### src/rtl/spi_slave_sync.sv
// rtl/spi_slave_sync.sv - SPI slave oversampled in the clk domain, all CPOL/CPHA modes
// Multi-word frames, one-entry TX holding buffer and RX completion strobe.
module spi_slave_sync #(
    parameter int          WIDTH       = 8,
    parameter int          CPOL        = 0,
    parameter int          CPHA        = 0,
    parameter int          MSB_FIRST   = 1,
    parameter int          SYNC_STAGES = 2,
    parameter logic [31:0] TX_DEFAULT  = 32'h0
) (
    input  logic             clk,
    input  logic             rst_n,
    input  logic             SCLK,
    input  logic             MOSI,
    input  logic             CE0,
    output logic             MISO,
    output logic [WIDTH-1:0] rx_data,
    output logic             rx_valid,
    input  logic [WIDTH-1:0] tx_data,
    input  logic             tx_valid,
    output logic             tx_ready,
    output logic             tx_underrun,
    output logic             busy
);
    localparam int              CW       = $clog2(WIDTH + 1);
    localparam logic [CW-1:0]   LAST     = CW'(WIDTH - 1);
    localparam logic [CW-1:0]   FULL     = CW'(WIDTH);
    localparam logic            IDLE_LVL = (CPOL != 0);
    localparam logic [WIDTH-1:0] TX_DEF  = TX_DEFAULT[WIDTH-1:0];

    typedef enum logic [1:0] {IDLE, LOAD, SHIFT} state_t;

    state_t                 state;
    logic [CW-1:0]          bit_cnt;
    logic [WIDTH-1:0]       rx_shift;
    logic [WIDTH-1:0]       tx_shift;
    logic [WIDTH-1:0]       hold;
    logic                   word_done;

    logic [SYNC_STAGES-1:0] sclk_sync;
    logic [SYNC_STAGES-1:0] ce_sync;
    logic [SYNC_STAGES-1:0] mosi_sync;
    logic                   sclk_d;
    logic                   ce_d;

    always_ff @(posedge clk or negedge rst_n) begin
        if (!rst_n) begin
            sclk_sync <= {SYNC_STAGES{IDLE_LVL}};
            ce_sync   <= '1;
            mosi_sync <= '0;
            sclk_d    <= IDLE_LVL;
            ce_d      <= 1'b1;
        end else begin
            sclk_sync <= {sclk_sync[SYNC_STAGES-2:0], SCLK};
            ce_sync   <= {ce_sync[SYNC_STAGES-2:0], CE0};
            mosi_sync <= {mosi_sync[SYNC_STAGES-2:0], MOSI};
            sclk_d    <= sclk_sync[SYNC_STAGES-1];
            ce_d      <= ce_sync[SYNC_STAGES-1];
        end
    end

    logic sclk_s, ce_s, mosi_s;
    logic lead_edge, trail_edge, sample_edge, shift_edge;
    logic ce_fall, ce_rise, sampling, complete;
    logic [WIDTH-1:0] rx_next, tx_next;
    logic tx_head;

    assign sclk_s      = sclk_sync[SYNC_STAGES-1];
    assign ce_s        = ce_sync[SYNC_STAGES-1];
    assign mosi_s      = mosi_sync[SYNC_STAGES-1];
    assign lead_edge   = (sclk_s != IDLE_LVL) && (sclk_d == IDLE_LVL);
    assign trail_edge  = (sclk_s == IDLE_LVL) && (sclk_d != IDLE_LVL);
    assign sample_edge = (CPHA != 0) ? trail_edge : lead_edge;
    assign shift_edge  = (CPHA != 0) ? lead_edge : trail_edge;
    assign ce_fall     = ce_d && !ce_s;
    assign ce_rise     = !ce_d && ce_s;
    assign sampling    = (state == SHIFT) && sample_edge && (bit_cnt != FULL);
    assign complete    = sampling && (bit_cnt == LAST);

    assign rx_next = (MSB_FIRST != 0) ? {rx_shift[WIDTH-2:0], mosi_s}
                                      : {mosi_s, rx_shift[WIDTH-1:1]};
    assign tx_next = (MSB_FIRST != 0) ? {tx_shift[WIDTH-2:0], 1'b0}
                                      : {1'b0, tx_shift[WIDTH-1:1]};
    assign tx_head = (MSB_FIRST != 0) ? tx_shift[WIDTH-1] : tx_shift[0];
    assign MISO    = busy & tx_head;

    always_ff @(posedge clk or negedge rst_n) begin
        if (!rst_n) begin
            state       <= IDLE;
            bit_cnt     <= '0;
            rx_shift    <= '0;
            tx_shift    <= '0;
            hold        <= '0;
            word_done   <= 1'b0;
            rx_data     <= '0;
            rx_valid    <= 1'b0;
            tx_ready    <= 1'b1;
            tx_underrun <= 1'b0;
            busy        <= 1'b0;
        end else begin
            busy        <= !ce_s;
            word_done   <= complete;
            rx_valid    <= word_done;
            tx_underrun <= 1'b0;
            if (word_done) begin
                rx_data <= rx_shift;
            end
            if (tx_valid && tx_ready) begin
                hold     <= tx_data;
                tx_ready <= 1'b0;
            end
            if (sampling) begin
                rx_shift <= rx_next;
                bit_cnt  <= bit_cnt + CW'(1);
            end
            case (state)
                IDLE: begin
                    if (ce_fall) state <= LOAD;
                end
                // tx_ready high here means the buffer is empty; a word accepted
                // this cycle stays in the buffer for the following word.
                LOAD: begin
                    if (tx_ready) begin
                        tx_shift    <= TX_DEF;
                        tx_underrun <= 1'b1;
                    end else begin
                        tx_shift <= hold;
                        tx_ready <= 1'b1;
                    end
                    bit_cnt <= '0;
                    state   <= SHIFT;
                end
                SHIFT: begin
                    if (complete && (CPHA != 0)) begin
                        state <= LOAD;
                    end else if (shift_edge && (bit_cnt == FULL)) begin
                        state <= LOAD;
                    end else if (shift_edge && (bit_cnt != '0)) begin
                        tx_shift <= tx_next;
                    end
                end
                default: state <= IDLE;
            endcase
            // Deselect wins over everything, but a word finishing on this very
            // cycle keeps its received bits so rx_data still updates.
            if (ce_rise) begin
                state    <= IDLE;
                bit_cnt  <= '0;
                tx_shift <= '0;
                if (!complete) rx_shift <= '0;
            end
        end
    end
endmodule
### config.mk
export PLATFORM = sky130hd
export DESIGN_NAME = spi_slave_sync
export DESIGN_NICKNAME = d
export VERILOG_FILES = /design/src/rtl/spi_slave_sync.sv
export SDC_FILE = /design/constraint.sdc
export NUM_CORES = 1
export LEC_CHECK = 0
export ABC_AREA = 1
export CAP_MARGIN = 15
export CORE_ASPECT_RATIO = 1.1
export CORE_MARGIN = 1.5
export CORE_UTILIZATION = 44
export DETAILED_ROUTE_END_ITERATION = 10
export GPL_TIMING_DRIVEN = 1
export PLACE_DENSITY = 0.75
export SLEW_MARGIN = 20
export SYNTH_ARGS = -nofsm -noshare
export SYNTH_HDL_FRONTEND = slang
export SYNTH_SLANG_ARGS = --single-unit
### constraint.sdc
create_clock -name clk -period 3.9 [get_ports clk]
set_input_delay 0.39 -clock clk [delete_from_list [all_inputs] [get_ports clk]]
set_output_delay 0.39 -clock clk [all_outputs]
set_load 0.1 [all_outputs]
# Yosys cells after proc, flatten, opt, wreduce, memory -nomap -nowiden
# Cells that the tools add are included.
# classes
reduce_logical,18
eq_ne,9
add_sub_neg,1
muxes,20
bitwise,3
# ops
op,n
2-to-1 mux 8 bit,7
one-hot mux 8 bit (2 select lines),1
2-to-1 mux 4 bit,3
logical AND 1 bit,10
2-to-1 mux 2 bit,3
"inequality test 3 x 2 -> 1 bit, second input constant",2
"inequality test 3 bit, second input constant",2
one-hot mux 2 bit (3 select lines),1
nonzero test 3 bit,2
2-to-1 mux 1 bit,5
"adder 4 x 1 -> 4 bit, second input constant",1
"equality test 4 x 3 -> 1 bit, second input constant",1
"equality test 4 bit, second input constant",1
"inequality test 4 bit, second input constant",1
nonzero test 4 bit,1
AND reduction 3 bit,1
"equality test 2 x 1 -> 1 bit, second input constant",1
"equality test 2 bit, second input constant",1
logical NOT 1 bit,2
logical NOT 2 bit,1
NOT 1 bit,2
AND reduction 2 bit,1
AND 1 bit,1
# word_totals
inputBits,14
register_bits,51
output_inout_bits,13
wordCells,67

# Longest topological paths before layout
# depth
depth_word,7
depth_mapped,9
ltp_nobuf,9

# Worst setup path after synthesis
# Ideal clock, no wire load.
# synth_timing
path_kind,reg-to-output
from,register busy
to,output MISO
stages_incl_launch_ff,3
path_slack_ps,1881
arrival_time_ps,1629
required_time_ps,3510
path_buffers,0
cell_sequence,dfrtp_1 > nand2_1 > inv_1
# synth_via
elab_chain_len,1
# synth_lines
item,line_no,rtl
"start, declared",23,output logic busy
"start signal, assigned",101,busy <= !ce_s;
AND 1 bit,85,assign MISO = busy & tx_head;
"end, declared",16,"output logic MISO,"
# Every way passes these cells.

# Worst setup path after layout
# layout_timing
from,register tx_ready
to,output tx_ready
# layout_rtl
item,line_no,rtl
"start, declared",21,"output logic tx_ready,"
"start signal, assigned",97,tx_ready <= 1'b1;
"start signal, assigned",110,tx_ready <= 1'b0;
"start signal, assigned",128,tx_ready <= 1'b1;
# No word-level cell between the ends.

==> metrics.txt <==
status=finished clean; static leakage=about 1.4 nW; headroom to the max-slew limit=between 30% and 40%; Area contributors post-synth=dfrtp_1 54%, nand2_1 12%, inv_1 5.0%; period utilisation layout=around three fifths; crit path launch type=register; YS warnings=0; nets@finish=280; Layout Utilization=between 50% and 60%; area share of the leading cell type in the synthesized netlist=53.90%; CP endpoint kind=output pin; post-synthesis xor/xnor area fraction=0%; register bit count reported by yosys=between 50 and 60; post-detailed-route count of antenna-violating nets=0; post-route setup TNS=0 ns; largest vdd supply drop=0.0002966 V; vias in the first global route=1562; Fin Hold WS=between 0.15 and 0.2 ns; largest fanout on the critical path=3; CTS resizes=0; slowest library cell on the worst path=clkdlybuf4s50_1; CTS H-tree depth=2; delay contributed by the slowest stage of the critical path=around 1.1 ns; setup repair after global routing missed its margin=no; total global-route track usage=between 10% and 20%; number of post-CTS setup repair buffers=0; First DRT Iteration DRCs=81; pin count of the biggest net entering global routing=between 50 and 60; sink count of the clock tree=slightly above 50; adder and majority cell fraction of the synthesized area=about 1.7%; drt first pass iters=4; Cell Rows=26; non-filler cells, final=320; shortest clock period the worst path allows after layout=roughly 2.4 ns; number of nets in the synthesized netlist=about 250; worst path bufs/invs=1; fraction of layout cells with a size suffix above 1=14.77%; area fraction in compound gates after synthesis=4.243%; path type of the worst setup path=register to output pin; simple-gate share of the synthesized area=22.99%; cell class contributing the biggest share of worst-path delay=buffers and inverters; Top-Level Pins=27; series of cell instances along the critical path=clkdlybuf4s50_1; wire length of the first global-routing pass=approximately 6700 µm; drt via density=a little under 5; height of the chip=about 77 µm; total core area=4717 µm²; cell at the root of the clock tree=clkbuf_8; Num CTS Buffers=5; Max Transition Viols Final=0; Worst Setup Slack post-DPL=between 1.5 and 2 ns; Die Span X=roughly 70 µm; count of different cell masters after synthesis=24; main combinational cell family by area after synthesis=simple AND/OR/NAND/NOR gates; remaining global-route overflow=0; worst setup skew after layout=about 0.0084 ns; clk slew on worst S/H paths=0.10 ns; placer congestion estimate=about 0.75; number of vias in the routed layout=about 1600; HPWL after detailed placement=between 2000 and 2500 µm; Post-Synthesis Cells=between 200 and 250; Total Routed Length=~3700 µm; power consumption=~1.5 mW; final-report setup violation count=0; number of cells in the design after placement=~310; min setup slack post-route=between 1.5 and 2 ns; Worst-Margin Slew=0.9662 ns; number of antenna violations at the first check in global routing=0; post-placement cell area=between 2000 and 2500 µm²; mean instance size in the synthesized netlist=9.325 µm²; most area-hungry cell type in the Yosys netlist=dfrtp_1; sequential fraction of the synthesis area=around three fifths; maximum capacitance violations=0; overall die area=between 5000 and 6000 µm²; multiplexer area fraction after synthesis=about 4.6%; input/output buffers=26; starting utilization of the core area=46.26%; number of buffers inserted by hold repair at cts=0; slack of the worst reg-to-reg path=around 2.3 ns; netlist area before placement=roughly 2200 µm²; insertion delay to the later sink of the worst-skew pair=about 0.3 ns; post-synthesis to final-layout area growth=19.09%; buffers from clock root to sink, at most=2; highest clock frequency the design can meet=approximately 420 MHz; TritonCTS clock tree=done; total DRC errors in the routed layout=0; Req. time, crit path=3.51 ns; diode insertion count for antenna repair=0; WL/cell=approximately 11 µm; Data arrival, critical path=roughly 2.0 ns; finished layout cell area=roughly 2600 µm²; final count of hold timing violations=0; power per standard cell area=~560 nW/µm²; class of the tightest hold or removal check=primary input to asynchronous set/reset pin
-- power by group --
part | internal (mW) | switching, mW | leakage, nW
Sequential | 0.629 | 0.0475 | 0.651
Combinational | 0.120 | 0.278 | 0.661
Clock | 0.211 | 0.176 | 0.0618
-- area by class of cell --
| type | instances | area [µm²] |
|---|---|---|
| Inverter | 34 | 130.1 |
| Clock buffer | 6 | 82.58 |
| Fill cell | 412 | 2118 |
| Timing Repair Buffer | 27 | 262.8 |
| Clock inverter | 2 | 38.79 |
| Tap cell | 56 | 70.07 |
| Multi-Input combinational cell | 144 | 733.2 |
| Sequential cell | 51 | 1281 |
-- routing by layer --
metal	track usage (%)	routed length [µm]	up-vias
li1	-	-	780
met1	19.71	1751	742
met2	25.90	1733	32
met3	3.548	140	5
met4	3.462	31	0
met5	0	0	-
-- placed cells by master, fill, tap and decap left out --
cell and count:
a21boi_0 1, a21oi_1 7, and3_1 1, buf_2 1
buf_4 1, bufinv_16 1, clkbuf_8 6, clkdlybuf4s50_1 25
dfrtp_1 47, dfstp_2 4, ha_1 3, inv_1 29
inv_2 4, inv_4 1, inv_6 1, mux2_2 9
nand2_1 71, nand2_2 6, nand2_4 1, nand3_1 15
nand3_2 1, nand3b_1 1, nand4_1 1, nor2_1 14
nor2_2 1, nor2_4 2, o21ai_0 8, o21ai_1 2
-- path summary, 6_finish.rpt --
path,start,endpoint,cells after the start
hold reg to reg,sclk_sync[0],sclk_sync[1],0
setup reg to reg,bit_cnt[0],rx_shift[6],8
hold / removal,rst_n,rx_shift[5],2
max in group asynchronous,rst_n,bit_cnt[2],2
min in group clk,sclk_sync[0],sclk_sync[1],0
setup / recovery,tx_ready,tx_ready,1
-- state kept, by name, summed over array words and instances, names as in the netlist --
| name | count |
|---|---|
| tx_underrun | 1 |
| state | 2 |
| busy | 1 |
| tx_ready | 1 |
| hold | 8 |
| word_done | 1 |
| tx_shift | 8 |
| rx_valid | 1 |
| bit_cnt | 4 |
| mosi_sync | 2 |
| rx_shift | 8 |
| rx_data | 8 |
| ce_sync | 2 |
| sclk_d | 1 |
| ce_d | 1 |
| sclk_sync | 2 |
-- synth_stat cells --
master and number:
nor2_4 2, dfrtp_1 47, ha_1 3, nor2_1 14, o21ai_1 2, nor2_2 1
buf_2 3, nand2_1 71, and3_1 1, inv_4 1, inv_1 29, nand2_4 1
nand3_1 15, o21ai_0 8, inv_2 4, a21boi_0 1, nand4_1 1, nand3_2 1
nand2_2 6, nand3b_1 1, a21oi_1 7, buf_6 2, dfstp_2 4, mux2_2 9
-- logic make-up (layout without fill, tap and decap cells) --
| logic type | after synthesis | after routing |
|---|---|---|
| adders and majority gates | 3 | 3 |
| muxes | 9 | 9 |
| DFF | 51 | 51 |
| and+or+nand+nor | 114 | 114 |
| buffers and inverters | 39 | 69 |
| AOI/OAI and AO/OA | 18 | 18 |
(Power assumes the default switching activity.)
==> RTL edit, RTL diff (config.mk and constraints unchanged) <==
The parameter `SYNC_STAGES` goes from 2 to 4.
--- a/src/rtl/spi_slave_sync.sv
+++ b/src/rtl/spi_slave_sync.sv
@@ -7,3 +7,3 @@
     parameter int          MSB_FIRST   = 1,
-    parameter int          SYNC_STAGES = 2,
+    parameter int          SYNC_STAGES = 4,
     parameter logic [31:0] TX_DEFAULT  = 32'h0
Check against the original RTL: not equivalent (Yosys sat finds a counterexample within 4 cycles, from zero or initial values and one cycle with rst_n low).
==> RTL edit against the unedited design <==
  * Global-route usage grew 1.2 points
  * Area after synthesis grew 9.3%
  * Design area grew 12%
  * Sequential share of layout area grew 0.18 points
  * Hold slack gained 0.17 ns
  * Sequential cell count grew 6
  * Sequential power grew 11%
  * Via count grew 3.1%
  * Power grew 18%
  * Count of clock-buffer cells in the layout grew 7
  * Setup slack lost 0.017 ns
  * Die area grew 9.0%
  * Wire length grew 4.6%
  * Largest power group unchanged
  * Highest routed layer unchanged
==> RTL edit: results (changes against the unedited design) <==
Parameter                              Value

Status
  Status ... completed (unchanged)

Timing
  Final worst-path setup slack ... 1.51 ns (was 1.53 ns)
  Final worst clock skew ... 0.00433 ns (was 0.00842 ns)

GRT
  Grt met2 use ... 0.234 (was 0.259)
  Routing usage on met3 ... 0.0414 (was 0.0355)
  Met1 routing resource usage after global routing ... 0.214 (was 0.197)
  Global router's overall resource usage ... 0.164 (was 0.152)

Clock network
  Clock slew seen by the registers of the worst setup and hold paths ... 0.06 ns (was 0.10 ns)
  Cts bufs inserted ... 9 (was 5)

Setup path
  Launch point of the worst reg-to-reg path ... ce_d$_DFF_PN1_ (was bit_cnt[0]$_DFFE_PN0P_)
  Number of cells traversed by the worst register-to-register path ... 7 (was 8)

Synth
  Fraction of synthesized area in multiplexers ... 0.0425 (was 0.0464)
  Top cells by count, synth ... 64 x nand2_1, 51 x dfrtp_1, 28 x inv_1 (was 71 x nand2_1, 47 x dfrtp_1, 29 x inv_1)
  Ranking of synthesized cells by area ... dfrtp_1 53%, nand2_1 10%, dfstp_2 6.6% (was dfrtp_1 54%, nand2_1 12%, inv_1 5.0%)
  Post-synthesis cell type count ... 26 (was 24)
  Portion of the post-synthesis area used by sequential elements ... 0.601 (was 0.587)
  Area share of fa/ha/maj cells after synthesis ... 0.0157 (was 0.0172)

Detailed routing
  Average via count per standard cell ... 4.58 (was 4.87)
  Starting DRC count in detailed routing ... 93 (was 81)
  Routed wirelength normalized by instance count ... 10.9 um (was 11.4 um)
  Met3 wire len ... 131 um (was 140 um)

Power and ir drop
  Flip-flop and latch power ... 751 uW (was 676 uW)

Place
  Global placement routability congestion ... 0.776 (was 0.752)
  Final HPWL from detailed placement ... 2580 um (was 2480 um)

Layout
  Post-layout net count ... 291 (was 280)
==> RTL edit: cell types whose count changed in the layout (fill, tap and decap cells not counted), moves of 2 or more <==
cell,before,now
clkbuf_1,0,3
nand2_2,6,12
dfrtp_1,47,51
nand2_1,71,64
dfstp_2,4,6
clkbuf_8,6,10
clkinv_2,0,2
==> RTL edit: area by class of cell <==
type / instances / share of cell area
timing repair buffer: 28 / 0.0941
clock inverter: 3 / 0.0138
tap: 72 / 0.0311
multi-input combinational: 145 / 0.269
clock buffer: 13 / 0.0514
inverter: 33 / 0.0453
sequential: 57 / 0.495
==> RTL edit: metrics by stage <==
stage / util / power [mW]
2_1_floorplan: - / 1.10
3_3_place_gp: 0.529 / 1.20
3_5_place_dp: 0.529 / 1.21
4_1_cts: 0.568 / 1.75
5_1_grt: 0.568 / 1.85
6_report: 0.568 / 1.73
==> RTL edit: what timing repair did <==
item                       in CTS  in global routing
hold buffers                    1                  0
setup endpoints to repair       0                  0
hold endpoints to repair       14                  0
